### src/rtl/uart_tx_queue_pkg.sv
// Shared constants and types for the UART transmit byte queue.
// Holds the drain-state encodings, byte width and default sizing.
package uart_tx_queue_pkg;

    localparam int unsigned BYTE_W           = 8;
    localparam int unsigned DEF_DEPTH        = 8;
    localparam int unsigned DEF_BUSY_TIMEOUT = 15;

    // Drain FSM encodings kept as plain constants for legacy compatibility
    localparam logic [1:0] S_IDLE      = 2'd0;
    localparam logic [1:0] S_WAIT_BUSY = 2'd1;
    localparam logic [1:0] S_WAIT_DONE = 2'd2;

    typedef logic [BYTE_W-1:0] byte_t;

endpackage

### src/rtl/uart_tx_queue_if.sv
// Producer push port, queue status and UART_TX handshake for uart_tx_queue.
// Optional drop_count status appears when UART_TX_QUEUE_DROP_COUNT_EN is defined.
interface uart_tx_queue_if
    import uart_tx_queue_pkg::*;
#(
    parameter int unsigned DEPTH = DEF_DEPTH
);
    localparam int unsigned ADDR_W = $clog2(DEPTH);

    logic          push_valid;
    byte_t         push_data;
    logic          push_ready;
    logic          full;
    logic          empty;
    logic [ADDR_W:0] level;
    logic          overflow;
    logic          uart_start;
    byte_t         uart_data;
    logic          uart_busy;
`ifdef UART_TX_QUEUE_DROP_COUNT_EN
    logic [7:0]    drop_count;
`endif

    // Environment side: producer plus the UART_TX busy flag
    modport master (
        output push_valid, push_data, uart_busy,
`ifdef UART_TX_QUEUE_DROP_COUNT_EN
        input  drop_count,
`endif
        input  push_ready, full, empty, level, overflow, uart_start, uart_data
    );

    modport slave (
        input  push_valid, push_data, uart_busy,
`ifdef UART_TX_QUEUE_DROP_COUNT_EN
        output drop_count,
`endif
        output push_ready, full, empty, level, overflow, uart_start, uart_data
    );

endinterface

### src/rtl/sync_fifo_mem.sv
// DEPTH x DATA_W storage for the transmit queue: registered write, combinational read.
// Contents are not reset; validity is tracked by the owner's pointers.
module sync_fifo_mem #(
    parameter int unsigned DEPTH  = 8,
    parameter int unsigned ADDR_W = 3,
    parameter int unsigned DATA_W = 8
) (
    input  logic              clock,
    input  logic              wr_en_i,
    input  logic [ADDR_W-1:0] wr_addr_i,
    input  logic [DATA_W-1:0] wr_data_i,
    input  logic [ADDR_W-1:0] rd_addr_i,
    output logic [DATA_W-1:0] rd_data_o
);

    logic [DATA_W-1:0] mem_q [DEPTH];

    always_ff @(posedge clock) begin
        if (wr_en_i) begin
            mem_q[wr_addr_i] <= wr_data_i;
        end
    end

    assign rd_data_o = mem_q[rd_addr_i];

endmodule

### src/rtl/uart_tx_queue.sv
// Byte queue from the CPU control FSM to UART_TX with an in-order drain FSM.
// Define UART_TX_QUEUE_DROP_COUNT_EN to add a saturating count of dropped pushes.
module uart_tx_queue
    import uart_tx_queue_pkg::*;
#(
    parameter int unsigned DEPTH        = DEF_DEPTH,
    parameter int unsigned BUSY_TIMEOUT = DEF_BUSY_TIMEOUT
) (
    input  logic           clock,
    input  logic           reset,
    uart_tx_queue_if.slave bus
);

    localparam int unsigned ADDR_W = $clog2(DEPTH);
    localparam int unsigned CNT_W  = ADDR_W + 1;
    localparam int unsigned TO_W   = $clog2(BUSY_TIMEOUT + 1);

    logic [ADDR_W-1:0] wr_ptr_q, wr_ptr_d;
    logic [ADDR_W-1:0] rd_ptr_q, rd_ptr_d;
    logic [CNT_W-1:0]  count_q, count_d;
    logic              full_q, empty_q, ready_q;
    logic              overflow_q, overflow_d;
    logic [1:0]        state_q, state_d;
    logic [TO_W-1:0]   to_cnt_q, to_cnt_d;
    logic              start_q, start_d;
    byte_t             data_q, data_d;
    byte_t             rd_data;
    logic              push_acc;
    logic              drop;
    logic              pop;

    // full is a flop, so a push seen while full is dropped even if a pop frees a slot
    assign push_acc = bus.push_valid && !full_q;
    assign drop     = bus.push_valid && full_q;

    sync_fifo_mem #(
        .DEPTH  (DEPTH),
        .ADDR_W (ADDR_W),
        .DATA_W (BYTE_W)
    ) u_mem (
        .clock     (clock),
        .wr_en_i   (push_acc),
        .wr_addr_i (wr_ptr_q),
        .wr_data_i (bus.push_data),
        .rd_addr_i (rd_ptr_q),
        .rd_data_o (rd_data)
    );

    // Pointer, occupancy and sticky overflow update
    always_comb begin
        wr_ptr_d   = wr_ptr_q;
        rd_ptr_d   = rd_ptr_q;
        count_d    = count_q;
        overflow_d = overflow_q;
        if (push_acc) begin
            wr_ptr_d = wr_ptr_q + ADDR_W'(1);
        end
        if (pop) begin
            rd_ptr_d = rd_ptr_q + ADDR_W'(1);
        end
        case ({push_acc, pop})
            2'b10:   count_d = count_q + CNT_W'(1);
            2'b01:   count_d = count_q - CNT_W'(1);
            default: count_d = count_q;
        endcase
        if (drop) begin
            overflow_d = 1'b1;
        end
    end

    // Drain FSM: one start pulse per popped byte, abandon after BUSY_TIMEOUT idle cycles
    always_comb begin
        state_d  = state_q;
        to_cnt_d = to_cnt_q;
        start_d  = 1'b0;
        data_d   = data_q;
        pop      = 1'b0;
        case (state_q)
            S_IDLE: begin
                if (!empty_q) begin
                    pop      = 1'b1;
                    data_d   = rd_data;
                    start_d  = 1'b1;
                    to_cnt_d = '0;
                    state_d  = S_WAIT_BUSY;
                end
            end
            S_WAIT_BUSY: begin
                if (bus.uart_busy) begin
                    state_d = S_WAIT_DONE;
                end else begin
                    to_cnt_d = to_cnt_q + TO_W'(1);
                    if (to_cnt_q == TO_W'(BUSY_TIMEOUT - 1)) begin
                        state_d = S_IDLE;
                    end
                end
            end
            S_WAIT_DONE: begin
                if (!bus.uart_busy) begin
                    state_d = S_IDLE;
                end
            end
            default: state_d = S_IDLE;
        endcase
    end

    always_ff @(posedge clock or posedge reset) begin
        if (reset) begin
            wr_ptr_q   <= '0;
            rd_ptr_q   <= '0;
            count_q    <= '0;
            full_q     <= 1'b0;
            empty_q    <= 1'b1;
            ready_q    <= 1'b1;
            overflow_q <= 1'b0;
            state_q    <= S_IDLE;
            to_cnt_q   <= '0;
            start_q    <= 1'b0;
            data_q     <= '0;
        end else begin
            wr_ptr_q   <= wr_ptr_d;
            rd_ptr_q   <= rd_ptr_d;
            count_q    <= count_d;
            full_q     <= (count_d == CNT_W'(DEPTH));
            empty_q    <= (count_d == '0);
            ready_q    <= (count_d != CNT_W'(DEPTH));
            overflow_q <= overflow_d;
            state_q    <= state_d;
            to_cnt_q   <= to_cnt_d;
            start_q    <= start_d;
            data_q     <= data_d;
        end
    end

`ifdef UART_TX_QUEUE_DROP_COUNT_EN
    logic [7:0] drop_cnt_q, drop_cnt_d;

    always_comb begin
        drop_cnt_d = drop_cnt_q;
        if (drop && (drop_cnt_q != 8'hFF)) begin
            drop_cnt_d = drop_cnt_q + 8'd1;
        end
    end

    always_ff @(posedge clock or posedge reset) begin
        if (reset) begin
            drop_cnt_q <= '0;
        end else begin
            drop_cnt_q <= drop_cnt_d;
        end
    end

    assign bus.drop_count = drop_cnt_q;
`endif

    assign bus.push_ready = ready_q;
    assign bus.full       = full_q;
    assign bus.empty      = empty_q;
    assign bus.level      = count_q;
    assign bus.overflow   = overflow_q;
    assign bus.uart_start = start_q;
    assign bus.uart_data  = data_q;

endmodule

### src/flat_wrapper.sv
// flat-port wrapper written by rule: the top's interface ports become plain ports
module uart_tx_queue_flat import uart_tx_queue_pkg::*;
#(
    parameter int unsigned DEPTH        = DEF_DEPTH,
    parameter int unsigned BUSY_TIMEOUT = DEF_BUSY_TIMEOUT
)
  (clock, reset, bus_push_valid, bus_push_data, bus_uart_busy, bus_push_ready, bus_full, bus_empty, bus_level, bus_overflow, bus_uart_start, bus_uart_data);
  uart_tx_queue_if #(.DEPTH(DEPTH)) bus_i ();
  input  logic clock;
  input  logic reset;
  input wire logic [$bits(bus_i.push_valid)-1:0] bus_push_valid;
  input wire logic [$bits(bus_i.push_data)-1:0] bus_push_data;
  input wire logic [$bits(bus_i.uart_busy)-1:0] bus_uart_busy;
  output wire logic [$bits(bus_i.push_ready)-1:0] bus_push_ready;
  output wire logic [$bits(bus_i.full)-1:0] bus_full;
  output wire logic [$bits(bus_i.empty)-1:0] bus_empty;
  output wire logic [$bits(bus_i.level)-1:0] bus_level;
  output wire logic [$bits(bus_i.overflow)-1:0] bus_overflow;
  output wire logic [$bits(bus_i.uart_start)-1:0] bus_uart_start;
  output wire logic [$bits(bus_i.uart_data)-1:0] bus_uart_data;
  assign bus_i.push_valid = bus_push_valid;
  assign bus_i.push_data = bus_push_data;
  assign bus_i.uart_busy = bus_uart_busy;
  assign bus_push_ready = bus_i.push_ready;
  assign bus_full = bus_i.full;
  assign bus_empty = bus_i.empty;
  assign bus_level = bus_i.level;
  assign bus_overflow = bus_i.overflow;
  assign bus_uart_start = bus_i.uart_start;
  assign bus_uart_data = bus_i.uart_data;
  uart_tx_queue #(.DEPTH(DEPTH), .BUSY_TIMEOUT(BUSY_TIMEOUT)) u_core (.clock(clock), .reset(reset), .bus(bus_i));
endmodule
### config.mk
export PLATFORM = sky130hd
export DESIGN_NAME = uart_tx_queue_flat
export DESIGN_NICKNAME = d
export VERILOG_FILES = /design/src/rtl/uart_tx_queue_pkg.sv /design/src/rtl/uart_tx_queue_if.sv /design/src/rtl/sync_fifo_mem.sv /design/src/rtl/uart_tx_queue.sv /design/src/flat_wrapper.sv
export SDC_FILE = /design/constraint.sdc
export NUM_CORES = 1
export LEC_CHECK = 0
export ABC_AREA = 1
export BUFFER_PORTS_ARGS = -buffer_cell sky130_fd_sc_hd__buf_2
export CAP_MARGIN = 40
export CORE_UTILIZATION = 59
export DETAILED_ROUTE_END_ITERATION = 8
export PLACE_DENSITY = 0.78
export SYNTH_ARGS = -nofsm -noshare
export SYNTH_HDL_FRONTEND = slang
export SYNTH_SLANG_ARGS = --single-unit
### constraint.sdc
create_clock -name clock -period 2.3 [get_ports clock]
set_input_delay 0.115 -clock clock [delete_from_list [all_inputs] [get_ports clock]]
set_output_delay 0.115 -clock clock [all_outputs]
set_load 0.05 [all_outputs]
==> impl_metrics.csv, run 1 <==
group,metric,value,unit
status,status,"complete, no violations",
grt,grt_use_total,0.237,
detailed_routing,wire_per_inst,16.2,um
hold_path,holdCritPathClass,"primary input to flop",
logic_synthesis,synth_edf_count,64,
logic_synthesis,yosysSeqAreaShare,0.690,
detailed_routing,drt_drc_violations_left,0,
pwr,vdd_drop_max,990,uV
setup_path,worst_ep_required_time,2590,ps
floorplan,core-area,6310,um^2
clock_tree,cts-root-buf,"clkbuf_8",
detailed_routing,drtAntennaViolNets,0,
sta,setup_tns,0,ps
finish,layout.cells.non_filler,446,
sta,rsz0062_at_grt,"false",
logic_synthesis,syn-cell-area,3840,um^2
floorplan,die_w,82.7,um
logic_synthesis,netlist_instances,323,
sta,worst_slack,359,ps
detailed_routing,wl,7230,um
pwr,powerDensity,1370,nW/um^2
floorplan,floorplan.initialDensity,0.608,
detailed_routing,drt_iter0_markers,204,
floorplan,fp.dieH,82.7,um
finish,insertedDiodeCount,0,
finish,drive_gt1_frac,0.201,
grt,grt_max_degree,34,
sta,hold_slack,17.2,ps
detailed_routing,drtPass1Iterations,4,
setup_path,critPathCaptureType,"flop",
grt,grt_pass1_wl,11300,um
logic_synthesis,ys.flop_type,"edfxtp_1",
logic_synthesis,syn_nets,341,
finish,nNetsFinal,382,
pwr,p_leak,1.72,nW
clock_tree,htreeDepth,3,
detailed_routing,route.vias.total,2527,
setup_path,critPathKind,"flop to flop",
logic_synthesis,synth-seq-cells,93,
logic_synthesis,ys_async_sr_fraction,0.312,
clock_tree,cts_num_sinks,93,
place,hpwl,4720,um
clock_tree,cts_tree,"yes",
pwr,power,5.93,mW
clock_tree,cts_buffers,9,
place,pre_cts_slack,370,ps
setup_path,worstPathArrival,2230,ps
finish,final_area,4320,um^2
run,drv_cap,0,
place,gp_congestion,0.868,
grt,grt_pass1_vias,2373,
place,portBuffers,28,
floorplan,ios,29,
clock_tree,clkLatencyLatePin,360,ps
sta,min_period,1940,ps
logic_synthesis,ys_types,32,
floorplan,num_rows,29,
detailed_routing,via_per_inst,5.67,
sta,clock_skew,10.5,ps
logic_synthesis,yosysWarnings,0,
sta,drv_slew,0,
place,dpl_cell_area,4120,um^2
grt,antenna_found_initial,0,
finish,area_delta_synth_final,12.4,%
setup_path,crit_fanout,4,
clock_tree,path_clk_slew,100,ps
sta,tightest_slew,692,ps
place,placed_cells,428,
finish,fin_util,0.684,
sta,hold_viol,0,
clock_tree,cts_setup_buffers,0,
floorplan,dieArea,6840,um^2
sta,max_freq,515,MHz
sta,timing.final.crit_share,0.844,
setup_path,cp-start-kind,"flop",
sta,final-setup-viol-count,0,
clock_tree,clock_path_buffers,2,
grt,grt.overflow.total,0,
sta,slew_headroom,0.538,
logic_synthesis,syn_avg_cell_area,11.9,um^2
[cell usage after synthesis (2+ instances only)]
cell type,count,area share
xor2_1,2,0.0046
nor2_1,46,0.045
nand3_1,8,0.010
a21o_1,2,0.0039
clkbuf_1,7,0.0068
nand2_1,43,0.042
dfstp_2,2,0.014
o21ai_1,4,0.0052
or2_2,2,0.0033
o211ai_1,8,0.016
o221ai_1,8,0.018
inv_1,21,0.021
a21oi_1,2,0.0026
nand2_2,5,0.0081
o21ai_0,34,0.044
edfxtp_1,64,0.50
dfrtp_1,27,0.18
buf_2,5,0.0065
nor2_4,3,0.0088
ha_1,6,0.020
inv_2,2,0.0020
nand3_2,2,0.0052
o22ai_1,8,0.013
xnor2_1,4,0.0091
[layout make-up]
cell class | instances | area (um^2)
tap | 77 | 96.3
clock buffer | 9 | 124
inverter | 23 | 86.3
sequential | 93 | 2650
fill | 457 | 2000
multi-input combinational | 195 | 1050
timing repair buffer | 42 | 250
clock inverter | 7 | 56.3
[layer usage]
metal	global-route usage	up-vias	part of all wire
met5	0	-	0
met4	0.0931	0	0.025
met3	0.0571	12	0.056
met2	0.376	91	0.47
met1	0.315	1213	0.44
li1	-	1211	-
[worst max-delay path, stage by stage (launching register included)]
cell and delay (ps):
dfrtp_1 430, nor2_4 170, nand4_1 160, nand2_1 110
inv_1 50, ha_1 250, o21ai_0 150, inv_1 70
or2_1 240, nor2_4 130, inv_2 50, nor2_1 80
[final timing paths]
path | slack (ps) | to | start | cells past startpoint
hold / removal | 20 | u_core.u_mem.mem_q[2][6] | bus_push_data[6] | 1
max in group asynchronous | 1290 | u_core.to_cnt_q[2] | reset | 4
min in group asynchronous | 400 | u_core.rd_ptr_q[2] | reset | 3
setup / recovery | 360 | u_core.bus.full | u_core.state_q[0] | 11
hold reg to reg | 460 | u_core.bus.overflow | u_core.bus.overflow | 1
setup reg to reg | 360 | u_core.bus.full | u_core.state_q[0] | 11
[placed cells by master, fill, tap and decap left out, types with 5 or more instances in the layout]
cell	synthesis	final
buf_4	0	12
nor2_1	46	46
o221ai_1	8	8
nand2_2	5	5
buf_2	5	28
nand2_1	43	43
dfrtp_1	27	27
clkbuf_8	0	9
nand3_1	8	8
o211ai_1	8	8
o22ai_1	8	8
o21ai_0	34	34
ha_1	6	6
inv_1	21	21
edfxtp_1	64	64
[report_power, final]
part / switching [mW] / internal, mW
Combinational: 1.76 / 0.745
Sequential: 0.243 / 2.18
Clock: 0.588 / 0.406
Total: 2.60 / 3.33
[state kept, by name, summed over array words and instances, names as in the netlist]
name and flops:
u_core.bus.overflow 1, u_core.u_mem.mem_q 64, u_core.rd_ptr_q 3, u_core.bus.push_ready 1
u_core.bus.level 4, u_core.to_cnt_q 4, u_core.bus.full 1, u_core.bus.empty 1
u_core.bus.uart_start 1, u_core.state_q 2, u_core.bus.uart_data 8, u_core.wr_ptr_q 3
[cells by family after synthesis]
group	synth area share
AOI/OAI and AO/OA	0.107
DFF	0.690
adders and majority gates	0.0195
buffers and inverters	0.0358
xor gates and xnor gates	0.0137
and+or+nand+nor	0.134
[repair_timing]
action,in CTS,in global routing
gates resized for setup,0,0
endpoints found under the hold margin,17,0
hold buffers,2,0
No activity file was read; power rests on OpenSTA's default activity.
==> inputs of run 2 (changes only) <==
--- a/config.mk
+++ b/config.mk
@@ -5,12 +5,12 @@
 export SDC_FILE = /design/constraint.sdc
 export NUM_CORES = 1
 export LEC_CHECK = 0
-export ABC_AREA = 1
+export ABC_AREA = 0
 export BUFFER_PORTS_ARGS = -buffer_cell sky130_fd_sc_hd__buf_2
 export CAP_MARGIN = 40
 export CORE_UTILIZATION = 59
 export DETAILED_ROUTE_END_ITERATION = 8
-export PLACE_DENSITY = 0.78
+export PLACE_DENSITY = 0.79
 export SYNTH_ARGS = -nofsm -noshare
 export SYNTH_HDL_FRONTEND = slang
 export SYNTH_SLANG_ARGS = --single-unit
==> constraint.sdc (replaced) <==
create_clock -name clock -period 1.95 [get_ports clock]
set_input_delay 0.0975 -clock clock [delete_from_list [all_inputs] [get_ports clock]]
set_output_delay 0.0975 -clock clock [all_outputs]
set_load 0.05 [all_outputs]
==> run 2 against run 1 <==
  * Flip-flop and latch count unchanged
  * Global-route usage decreased by 0.77 points
  * Sequential share of layout area decreased by 2.6 points
  * The flow now finishes with violations (negative setup slack)
  * First-iteration DRC count decreased by 50%
==> impl_metrics.csv, run 2 <==
group,metric,value,unit
setup_path,timing.rr.end,"u_core.bus.full",
logic_synthesis,ys.flop_type,"edfxtp_1",
finish,area_delta_synth_final,20.1,%
grt,grt_pass1_vias,2088,
logic_synthesis,synth_common_cells,"edfxtp_1, dfrtp_1, nand2_1",
finish,insertedDiodeCount,0,
finish,seq_area,2650,um^2
floorplan,ios,29,
clock_tree,cts_tree,"yes",
hold_path,hp-start,"bus_push_data[4]",
detailed_routing,drtPass1Iterations,4,
floorplan,core-area,6030,um^2
finish,final_common_cell,"edfxtp_1",
finish,drive_gt1_frac,0.376,
hold_path,holdCritPathClass,"primary input to flop",
sta,slew_headroom,0.618,
detailed_routing,drt_drc_violations_left,0,
setup_path,crit_chain,"or3_4 -> buf_6 -> inv_4 -> ha_4 -> or3_4 -> nor3b_2 -> a211oi_2 -> xnor2_2 -> and3_1",
clock_tree,cts_buffers,9,
grt,grt_max_degree,30,
pwr,powerDensity,1600,nW/um^2
logic_synthesis,yosysWarnings,0,
setup_path,crit_slowest_cell,"or3_4",
grt,use_met2,0.386,
pwr,vdd_drop_max,1270,uV
detailed_routing,wl,6770,um
logic_synthesis,syn_avg_cell_area,16.5,um^2
logic_synthesis,synth_edf_count,64,
sta,min_period,2250,ps
status,violations,"negative setup slack",
grt,grt_busiest_layer,"met2",
detailed_routing,drt_iter0_markers,102,
sta,max_freq,444,MHz
logic_synthesis,ys_types,38,
sta,worst_slack,-301,ps
grt,grt_pass1_wl,10400,um
status,status,"finished, violations left",
hold_path,holdPathEnd,"u_core.u_mem.mem_q[2][4]",
place,gp_congestion,0.799,
sta,final-setup-viol-count,5,
place,portBuffers,28,
grt,grt.overflow.total,0,
run,drv_cap,0,
sta,rsz0062_at_grt,"true",
logic_synthesis,syn-cell-area,3750,um^2
setup_path,cpMostUsedCell,"or3_4",
sta,setup_tns,-1180,ps
floorplan,floorplan.initialDensity,0.623,
setup_path,r2r_cells,9,
grt,antenna_found_initial,0,
floorplan,num_rows,28,
detailed_routing,route.vias.total,2048,
logic_synthesis,ys_async_sr_fraction,0.312,
finish,multi_input_area,1110,um^2
logic_synthesis,syn_nets,246,
sta,hold_viol,0,
setup_path,worst_ep_required_time,2240,ps
sta,drv_slew,0,
logic_synthesis,synth-seq-cells,93,
setup_path,crit_family,"simple AND/OR/NAND/NOR gates",
logic_synthesis,synth_area_leaders,"edfxtp_1, dfrtp_1, mux4_2",
finish,layout.cells.non_filler,373,
finish,top_register,"u_core.u_mem.mem_q",
sta,clock_skew,7.59,ps
setup_path,cp.buffers_inverters,2,
setup_path,critPathKind,"flop to flop",
logic_synthesis,netlist_instances,228,
pwr,p_leak,1.75,nW
finish,nNetsFinal,311,
setup_path,crit_fanout,4,
finish,fillers,370,
clock_tree,clock_path_buffers,2,
setup_path,critPathCaptureType,"flop",
clock_tree,clkLatencyLatePin,350,ps
setup_path,timing.rr.start,"u_core.bus.empty",
clock_tree,htreeDepth,3,
place,placed_cells,352,
floorplan,die_w,81.8,um
setup_path,cpPeakStageDelay,420,ps
grt,grt_use_total,0.229,
grt,met3_usage,0.0400,
logic_synthesis,synth_top_area_share,0.512,
clock_tree,path_clk_slew,90,ps
setup_path,r2r_setup_slack,-300,ps
logic_synthesis,synth.most_common_cell,"edfxtp_1",
clock_tree,cts-root-buf,"clkbuf_8",
sta,timing.final.crit_share,1.15,
finish,largest_reg_flops,64,
floorplan,dieArea,6680,um^2
sta,tightest_slew,572,ps
floorplan,fp.dieH,81.8,um
hold_path,worstHoldPathCells,1,
setup_path,worstPathArrival,2540,ps
logic_synthesis,yosysSeqAreaShare,0.706,
place,hpwl,4300,um
detailed_routing,via_per_inst,5.49,
logic_synthesis,synth_area_leader_cell,"edfxtp_1",
detailed_routing,drtAntennaViolNets,0,
detailed_routing,wire_per_inst,18.2,um
grt,gr-usage-met1,0.289,
setup_path,cp-start-kind,"flop",
clock_tree,cts_num_sinks,93,
finish,layout_common_cells,"edfxtp_1, buf_4, buf_2, dfrtp_1, nand2_1",
## run 2: cells by family (layout without fill, tap and decap cells)
kind of cell / count (synthesis) / count (layout) / share of synthesized area
AO/OA/AOI/OAI: 19 / 19 / 0.0283
AND/OR/NAND/NOR: 58 / 58 / 0.0787
buffers and inverters: 17 / 87 / 0.0210
adder cells (fa/ha/maj): 6 / 6 / 0.0200
flip-flops: 93 / 93 / 0.706
multiplexers: 25 / 25 / 0.120
XOR/XNOR: 10 / 10 / 0.0253
## run 2: cell type report
class	instances	share of cell area
inverter	8	0.00833
clock inverter	6	0.0139
tap	75	0.0208
clock buffer	10	0.0283
timing repair buffer	63	0.0952
multi-input combinational	118	0.246
sequential	93	0.588
## run 2: through the flow
step	cell area [um^2]	utilization	worst slack, ps	total power [mW]	hold WS, ps
2_1_floorplan	3810	-	-574	5.03	174
3_3_place_gp	4220	0.701	-393	5.76	191
3_5_place_dp	4220	0.701	-467	5.86	197
4_1_cts	4480	0.743	-326	7.17	0.657
5_1_grt	4510	0.748	-400	7.61	9.03
6_report	4510	0.748	-301	7.22	11.5
## run 2: how the worst max path moves through the flow
stage | cells after the start | from | slack, ps | endpoint
after global placement | 9 | u_core.bus.empty | -390 | u_core.bus.full
final | 9 | u_core.bus.empty | -300 | u_core.bus.full
after floorplan | 10 | u_core.bus.empty | -570 | u_core.bus.full
after detailed placement | 9 | u_core.bus.empty | -470 | u_core.bus.full
after CTS | 9 | u_core.bus.empty | -330 | u_core.bus.full
after global routing | 11 | u_core.bus.empty | -400 | u_core.bus.empty
## run 2: power breakdown
part	switching, mW	total, mW	internal [mW]	leakage, nW
Combinational	1.76	3.08	1.32	0.727
Clock	0.649	1.24	0.591	0.0903
Sequential	0.300	2.89	2.59	0.934
## run 2: what timing repair did
action                                  in CTS  in global routing
resized for setup                            6                  4
pin swaps                                    4                  1
hold buffers                                 4                  0
endpoints found under the setup margin       5                  5
buffers inserted                             0                  1
endpoints found under the hold margin       30                  0
## run 2: metal layers
layer / up-vias / part of all wire
li1: 979 / -
met1: 1006 / 0.42
met2: 53 / 0.53
met3: 10 / 0.035
met4: 0 / 0.018
met5: - / 0
